File: config.mk
export PLATFORM = sky130hd
export DESIGN_NAME = s_seq_loader
export DESIGN_NICKNAME = d
export VERILOG_FILES = /design/src/rtl/s_seq_loader.sv
export SDC_FILE = /design/constraint.sdc
export NUM_CORES = 1
export LEC_CHECK = 0
export ABC_CLOCK_PERIOD_IN_PS = 10610
export CAP_MARGIN = 20
export CELL_PAD_IN_SITES_DETAIL_PLACEMENT = 0
export CELL_PAD_IN_SITES_GLOBAL_PLACEMENT = 1
export CORE_MARGIN = 2
export CORE_UTILIZATION = 35
export DETAILED_ROUTE_END_ITERATION = 12
export GPL_ROUTABILITY_DRIVEN = 0
export HOLD_SLACK_MARGIN = 0.08
export PLACE_DENSITY = 0.56
export SETUP_SLACK_MARGIN = 0.2
export SYNTH_ARGS = -nofsm -noshare
export SYNTH_HDL_FRONTEND = slang
export SYNTH_SLANG_ARGS = --single-unit
File: constraint.sdc
create_clock -name clk -period 10.61 [get_ports clk]
set_clock_uncertainty 0.05 [all_clocks]
set_input_delay 2.6525 -clock clk [delete_from_list [all_inputs] [get_ports clk]]
set_output_delay 2.6525 -clock clk [all_outputs]
set_load 0.02 [all_outputs]
File: src/rtl/s_seq_loader.sv
// Query-sequence loader: buffers packed host words, then streams one 2-bit base per cycle into the S ring.
// Optional macro S_LOADER_PAD_EN: pad every stream to REG_NUM bases with 2'b00.
module s_seq_loader #(
  parameter int REG_NUM = 128,
  parameter int WORD_W  = 32,
  parameter int LEN_W   = $clog2(REG_NUM) + 1
) (
  input  logic              clk,
  input  logic              reset,
  input  logic              start,
  input  logic [LEN_W-1:0]  seq_len,
  input  logic              in_valid,
  output logic              in_ready,
  input  logic [WORD_W-1:0] in_data,
  output logic              valid,
  output logic [1:0]        s_out,
  output logic              busy,
  output logic              done
);

  localparam int BPW    = WORD_W / 2;
  localparam int NWORDS = (REG_NUM + BPW - 1) / BPW;
  localparam int WI_W   = (NWORDS > 1) ? $clog2(NWORDS) : 1;
  localparam int NSLOT  = 1 << WI_W;
  localparam int WC_W   = $clog2(NWORDS + 1);
  localparam int BPOS_W = (BPW > 1) ? $clog2(BPW) : 1;

  localparam logic [LEN_W-1:0]  REG_NUM_L = LEN_W'(REG_NUM);
  localparam logic [WC_W-1:0]   WC_ONE    = WC_W'(1);
  localparam logic [BPOS_W-1:0] BPOS_LAST = BPOS_W'(BPW - 1);

  typedef enum logic [1:0] {S_IDLE, S_FILL, S_STREAM, S_DONE} state_t;

  state_t              r_state;
  logic [WORD_W-1:0]   r_buf [NSLOT];
  logic [LEN_W-1:0]    r_len;
  logic [WC_W-1:0]     r_nw;
  logic [WC_W-1:0]     r_wcnt;
  logic [LEN_W-1:0]    r_bcnt;
  logic [BPOS_W-1:0]   r_bpos;
  logic [WI_W-1:0]     r_rw;
  logic                r_in_ready;
  logic                r_valid;
  logic [1:0]          r_s_out;
  logic                r_busy;
  logic                r_done;

  logic [LEN_W-1:0]         w_len_eff;
  logic [WC_W-1:0]          w_nw;
  logic                     w_accept;
  logic                     w_last_word;
  logic [WORD_W-1:0]        w_rd_word;
  logic [BPW-1:0][1:0]      w_rd_bases;
  logic [1:0]               w_base;
  logic [LEN_W-1:0]         w_stop;
  logic [BPOS_W-1:0]        w_bpos_nx;
  logic [WI_W-1:0]          w_rw_nx;

  assign w_len_eff   = (seq_len > REG_NUM_L) ? REG_NUM_L : seq_len;
  assign w_nw        = WC_W'((32'(w_len_eff) + 32'(BPW - 1)) / 32'(BPW));
  assign w_accept    = r_in_ready & in_valid;
  assign w_last_word = w_accept && (r_wcnt == (r_nw - WC_ONE));

  // Base 0 may live in the word being accepted this very cycle, so bypass the buffer.
  assign w_rd_word   = ((r_state == S_FILL) && (r_wcnt == '0)) ? in_data : r_buf[r_rw];
  assign w_rd_bases  = w_rd_word;

`ifdef S_LOADER_PAD_EN
  assign w_stop = REG_NUM_L;
  assign w_base = (r_bcnt < r_len) ? w_rd_bases[r_bpos] : 2'b00;
`else
  assign w_stop = r_len;
  assign w_base = w_rd_bases[r_bpos];
`endif

  assign w_bpos_nx = (r_bpos == BPOS_LAST) ? '0 : r_bpos + BPOS_W'(1);
  assign w_rw_nx   = (r_bpos == BPOS_LAST) ? r_rw + WI_W'(1) : r_rw;

  always_ff @(posedge clk) begin
    if (w_accept) r_buf[r_wcnt[WI_W-1:0]] <= in_data;
  end

  always_ff @(posedge clk or negedge reset) begin
    if (!reset) begin
      r_state    <= S_IDLE;
      r_len      <= '0;
      r_nw       <= '0;
      r_wcnt     <= '0;
      r_bcnt     <= '0;
      r_bpos     <= '0;
      r_rw       <= '0;
      r_in_ready <= 1'b0;
      r_valid    <= 1'b0;
      r_s_out    <= 2'b00;
      r_busy     <= 1'b0;
      r_done     <= 1'b0;
    end else begin
      case (r_state)
        S_IDLE: begin
          if (start) begin
            r_len  <= w_len_eff;
            r_nw   <= w_nw;
            r_wcnt <= '0;
            r_busy <= 1'b1;
            if (w_nw != '0) begin
              r_state    <= S_FILL;
              r_in_ready <= 1'b1;
              r_bcnt     <= '0;
              r_bpos     <= '0;
              r_rw       <= '0;
            end else begin
`ifdef S_LOADER_PAD_EN
              // Counters are zero in IDLE, so this emits pad index 0 and advances to 1.
              r_state <= S_STREAM;
              r_valid <= 1'b1;
              r_s_out <= 2'b00;
              r_bcnt  <= LEN_W'(1);
              r_bpos  <= w_bpos_nx;
              r_rw    <= w_rw_nx;
`else
              r_state <= S_DONE;
              r_done  <= 1'b1;
`endif
            end
          end
        end

        S_FILL: begin
          if (w_accept) begin
            r_wcnt <= r_wcnt + WC_ONE;
            if (w_last_word) begin
              r_state    <= S_STREAM;
              r_in_ready <= 1'b0;
              r_valid    <= 1'b1;
              r_s_out    <= w_base;
              r_bcnt     <= r_bcnt + LEN_W'(1);
              r_bpos     <= w_bpos_nx;
              r_rw       <= w_rw_nx;
            end
          end
        end

        S_STREAM: begin
          if (r_bcnt == w_stop) begin
            r_state <= S_DONE;
            r_valid <= 1'b0;
            r_s_out <= 2'b00;
            r_done  <= 1'b1;
          end else begin
            r_s_out <= w_base;
            r_bcnt  <= r_bcnt + LEN_W'(1);
            r_bpos  <= w_bpos_nx;
            r_rw    <= w_rw_nx;
          end
        end

        S_DONE: begin
          r_state <= S_IDLE;
          r_done  <= 1'b0;
          r_busy  <= 1'b0;
          r_wcnt  <= '0;
          r_bcnt  <= '0;
          r_bpos  <= '0;
          r_rw    <= '0;
        end

        default: r_state <= S_IDLE;
      endcase
    end
  end

  assign in_ready = r_in_ready;
  assign valid    = r_valid;
  assign s_out    = r_s_out;
  assign busy     = r_busy;
  assign done     = r_done;

endmodule

# Word level (Yosys, flattened, before mapping)
# Memory sizes are Yosys's and may differ from the RTL's.
# Index checks and enable logic that the tools add are counted.
# W data, S select, Z words.
[classes] muxes=54 eq_ne=13 multipliers=0 shift=0 reduce_logical=19 n_div=0 n_bitwise=1 add_sub_neg=6 n_lt_le_gt_ge=2
[ops] op="$mux W8" count=6
[ops] op="$mux W32" count=1
[ops] op="$mux W4" count=8
[ops] op="$pmux W8 S4" count=1
[ops] op="$mux W2" count=9
[ops] op="$mux W3" count=6
[ops] op="$pmux W4 S4" count=1
[ops] op="$ne A2 B2 Y1 const B" count=7
[ops] op="$mux W1" count=13
[ops] op="$pmux W3 S4" count=1
[ops] op="$pmux W4 S3" count=1
[ops] op="$reduce_and A4 Y1" count=3
[ops] op="$reduce_and A5 Y1" count=2
[ops] op="$add A4 B1 Y4 const B" count=2
[ops] op="$add A8 B1 Y8 const B" count=1
[ops] op="$add A8 B4 Y8 const B" count=1
[ops] op="$bmux W2 S4" count=1
[ops] op="$eq A8 B8 Y1" count=1
[ops] op="$gt A8 B8 Y1 const B" count=1
[ops] op="$pmux W2 S4" count=1
[ops] op="$pmux W1 S2" count=3
[ops] op="$reduce_and A3 Y1" count=2
[ops] op="$reduce_bool A2 Y1" count=3
[ops] op="$reduce_bool A3 Y1" count=2
[ops] op="15 further kinds" count=18
[totals] output_inout_bits=6 ram_bits=256 memories=1 latchBits=0 reg_bits=39 inputBits=44 mem_bits_ro=0
[mem_list] name="r_buf" depth=8 width=32 rd=1 rd_ports_with_merged_regs=0 wr=1 line_no="35" text="logic [WORD_W-1:0] r_buf [NSLOT];"

# Longest topological paths before layout
[logic_depth] ltp_word=8 ltp_mapped=10

# Least setup slack after synthesis
# Ideal clock, no wire load.
[synth_path] path_kind="input to register" start="input in_valid" end="memory r_buf[0][0] (enable)" path_stages=2 required_ns=10.058 t_arrival_ns=5.839 path_buffers=0 path_slack_ns=4.220 setup_ns=0.502 cell_sequence="nand2_1 -> nor4_1"
[synth_via] elab_chain_len=3
[synth_lines] element="start: declaration" line_no="12" text="input logic in_valid,"
[synth_lines] element="$and A1 B1 Y1" line_no="61" text="assign w_accept = r_in_ready & in_valid;"
[synth_lines] element="$mux W1" line_no="80" text="if (w_accept) r_buf[r_wcnt[WI_W-1:0]] <= in_data;"
[synth_lines] element="$mux W1 (not written as such)" line_no="80"
[synth_lines] element="end: declaration" line_no="35"
# No other way between the ends.

# Final worst setup path
[layout_path] start="input seq_len[7]" end="register r_rw[0]"
[layout_via] elab_chain_len=6
[layout_lines] element="start: declaration" line_no="11" text="input logic [LEN_W-1:0] seq_len,"
[layout_lines] element="$gt A8 B8 Y1" line_no="59" text="assign w_len_eff = (seq_len > REG_NUM_L) ? REG_NUM_L : seq_len;"
[layout_lines] element="$mux W8 *" line_no="59"
[layout_lines] element="$add A8 B4 Y8 *" line_no="60" text="assign w_nw = WC_W'((32'(w_len_eff) + 32'(BPW - 1)) / 32'(BPW));"
[layout_lines] element="$reduce_bool A4 Y1 *" line_no="105" text="if (w_nw != '0) begin"
[layout_lines] element="$ne A2 B2 Y1 (no source line) *"
[layout_lines] element="$reduce_and A5 Y1 (no source line) *"
[layout_lines] element="end signal: assignment" line_no="138" text="r_rw <= w_rw_nx;"
[layout_lines] element="end signal: assignment" line_no="153" text="r_rw <= w_rw_nx;"
[layout_lines] element="end: declaration" line_no="41" text="logic [WI_W-1:0] r_rw;"
# Every way passes the cells marked *; elsewhere a longest branch is shown, timed or not.
# A chain may end at the register's enable or synchronous reset.

==> results.sh <==
export IMPL_status="complete, no violations"
export IMPL_ios=50
export IMPL_placedCellCount=1212
export IMPL_r2r_slack_ns=7.16
export IMPL_die_height_um=193.0
export IMPL_critPathKind="in -> reg"
export IMPL_synth_distinct_cells=54
export IMPL_rsz0062_at_grt="false"
export IMPL_register_area_mm2=0.008668
export IMPL_mostFrequentLayoutCells="edfxtp_1 (256), nand2_1 (58), mux4_2 (58)"
export IMPL_synth_top_area_cell="edfxtp_1"
export IMPL_worst_path_buf_inv=1
export IMPL_grt_pass1_vias=7078
export IMPL_period_share=0.4442
export IMPL_totalWireLength_um=29240
export IMPL_power_density_mw_per_mm2=251.1
export IMPL_hold_viol=0
export IMPL_gr_total_overflow=0
export IMPL_yosysSeqAreaShare=0.6927
export IMPL_min_path_type="reg -> reg"
export IMPL_r2r_start="r_rw[0]"
export IMPL_setup_viol=0
export IMPL_final_common_cell="edfxtp_1"
export IMPL_cts_repair_resized=0
export IMPL_clk_latency_ns=0.51
export IMPL_initial_utilization=0.3533
export IMPL_synth_async_sr_flop_share=0.1322
export IMPL_grt_max_degree=54
export IMPL_track_usage=0.1618
export IMPL_post_cts_buffers=0
export IMPL_vias=6775
export IMPL_p_leak_uw=0.004863
export IMPL_nNetsFinal=844
export IMPL_hold_buffers=0
export IMPL_synth_top_cell_area_share=0.6146
export IMPL_fin_cells=1273
export IMPL_multi_input_comb_area_mm2=0.003542
export IMPL_place_area_mm2=0.01342
export IMPL_endpoint_kind="flip-flop"
export IMPL_max_freq_mhz=212.2
export IMPL_initialDrtViolationCount=476
export IMPL_hold_depth=2
export IMPL_peakVddDrop_mv=0.1399
export IMPL_r2r_end="s_out[0]"
export IMPL_hold_path_endpoint="r_len[3]"
export IMPL_die_area_mm2=0.03726
export IMPL_drive_above_1_share=0.1749
export IMPL_cts_buffers=36
export IMPL_cp_max_fo=17
export IMPL_slew_headroom=0.3709
export IMPL_ctsRootBufferMaster="clkbuf_16"
export IMPL_slowest_delay_ns=0.63
export IMPL_final_area_mm2=0.01459
export IMPL_yosys_top_cells_area="edfxtp_1 (61%), mux4_2 (10%), dfrtp_1 (7.8%)"
export IMPL_finalSetupTns_ns=0
export IMPL_port_buffer_count=49
export IMPL_drt_pass1_iterations=5
export IMPL_final_min_clock_period_ns=4.712
export IMPL_grt_pass1_wl_um=44600
export IMPL_fill_cells=3207
export IMPL_maxSlewViolCount=0
export IMPL_tightest_slew_ns=0.9436
export IMPL_wl_per_cell_um=22.97
export IMPL_grt_antenna_before_repair=0
export IMPL_critPathMostFrequentCell="o21ai_0"
export IMPL_diodes=0
export IMPL_clock_sinks=295
export IMPL_cts_tree="built"
export IMPL_cpMaxStageDelayCell="clkdlybuf4s50_1"
export IMPL_synth_area_mm2=0.01251
export IMPL_syn_inst=726
export IMPL_htree_levels=2
export IMPL_antenna_left=0
export IMPL_coreArea_mm2=0.03540
export IMPL_startpoint_type="input pin"
export IMPL_synth_ff_type="edfxtp_1"
export IMPL_drc=0
export IMPL_placementRows=69
export IMPL_path_delay_family="simple AND/OR/NAND/NOR gates"
export IMPL_path_cells="clkdlybuf4s50_1 -> nor4_1 -> and2_1 -> o21ai_0 -> nand3_1 -> or3_1 -> o21ai_0"
export IMPL_area_delta_synth_final_pct=16.63
export IMPL_cts_buffer_depth=3
export IMPL_avgViaCountPerCell=5.322
export IMPL_postSynthAreaPerCell_um2=17.23
export IMPL_ys_ff_latch=295
export IMPL_synth_edf_count=256
export IMPL_yosysWarnings=0
export IMPL_cp_required_ns=10.97
export IMPL_die_x_um=193.0
export IMPL_r2r_cells=7
export IMPL_max_cap_violations=0
export IMPL_hp_start="r_len[3]"
export IMPL_crit_arrival_ns=5.08
export IMPL_clkTransAtPathRegs_ns=0.06
export IMPL_syn_nets=780
export IMPL_hpwl_um=16740
[how the worst max path moves through the flow]
stage,startpoint,to,slack [ns],cells past startpoint
4_1_cts,seq_len[7],r_rw[0],5.92,7
2_1_floorplan,in_valid,r_buf[0][0],4.22,2
3_3_place_gp,seq_len[7],r_rw[0],5.47,7
6_report,seq_len[7],r_rw[0],5.90,7
3_5_place_dp,seq_len[7],r_rw[0],5.38,7
5_1_grt,seq_len[7],r_rw[0],5.67,7
[sequential cells by signal, indices dropped and copies added (netlist names)]
signal    cells
done          1
s_out         2
r_bcnt        8
r_len         8
valid         1
r_wcnt        4
r_rw          3
r_state       2
r_buf       256
r_nw          4
r_bpos        4
in_ready      1
busy          1
[final cells by class]
| class | count | share of cell area |
|---|---|---|
| clock buffer | 42 | 0.06330 |
| clock inverter | 18 | 0.01544 |
| inverter | 14 | 0.003603 |
| multi-input combinational | 380 | 0.2428 |
| sequential | 295 | 0.5943 |
| tap | 461 | 0.03954 |
| timing repair buffer | 63 | 0.04100 |
[Yosys cell counts, types with 7 or more instances]
library cell,number
nor2_1,21
clkbuf_1,9
and3_1,7
o21ai_0,32
nand2_1,58
nor4_1,7
mux4_2,58
dfrtp_1,39
xor2_1,11
ha_1,10
nand3_1,23
edfxtp_1,256
inv_1,12
mux2_2,10
nor3_1,13
mux2i_1,29
nand2b_1,14
a21oi_1,13
buf_6,9
o31ai_1,9
buf_2,10
[worst reg2reg max path, stage by stage, from the launching register on]
cell      delay, ns
dfrtp_4        0.92
buf_4          0.66
mux4_1         0.65
nand2_1        0.09
a311oi_1       0.12
or4_4          0.54
a221oi_2       0.19
o31ai_1        0.11
[per-stage QoR]
stage	hold slack [ns]	utilization	setup WS, ns	power, µW
floorplan	0.4142	-	4.220	2231
global placement	0.4502	0.3792	5.467	2490
detailed placement	0.4490	0.3792	5.375	2508
CTS	0.4623	0.4117	5.921	3715
global route	0.4686	0.4121	5.669	3856
finish	0.4618	0.4121	5.898	3662
[routing by layer]
metal | track usage | part of all wire
met5 | 0 | 0
met4 | 0.04341 | 0.021
met3 | 0.02516 | 0.038
met2 | 0.2712 | 0.49
met1 | 0.2206 | 0.45
[cells by family after synthesis]
kind of cell               after synthesis  share of synthesized area
AOI/OAI and AO/OA                       92                    0.04892
xor gates and xnor gates                17                    0.01190
adders and majority gates               10                    0.01000
buffers and inverters                   51                    0.02791
DFF                                    295                     0.6927
muxes                                  102                     0.1472
and+or+nand+nor                        159                    0.06142
[power by group]
group	total (µW)	internal, µW	switching [µW]
registers	1500	1390	106
logic	973	424	549
clock network	1190	741	451
total	3660	2550	1110
(Power assumes the default switching activity.)
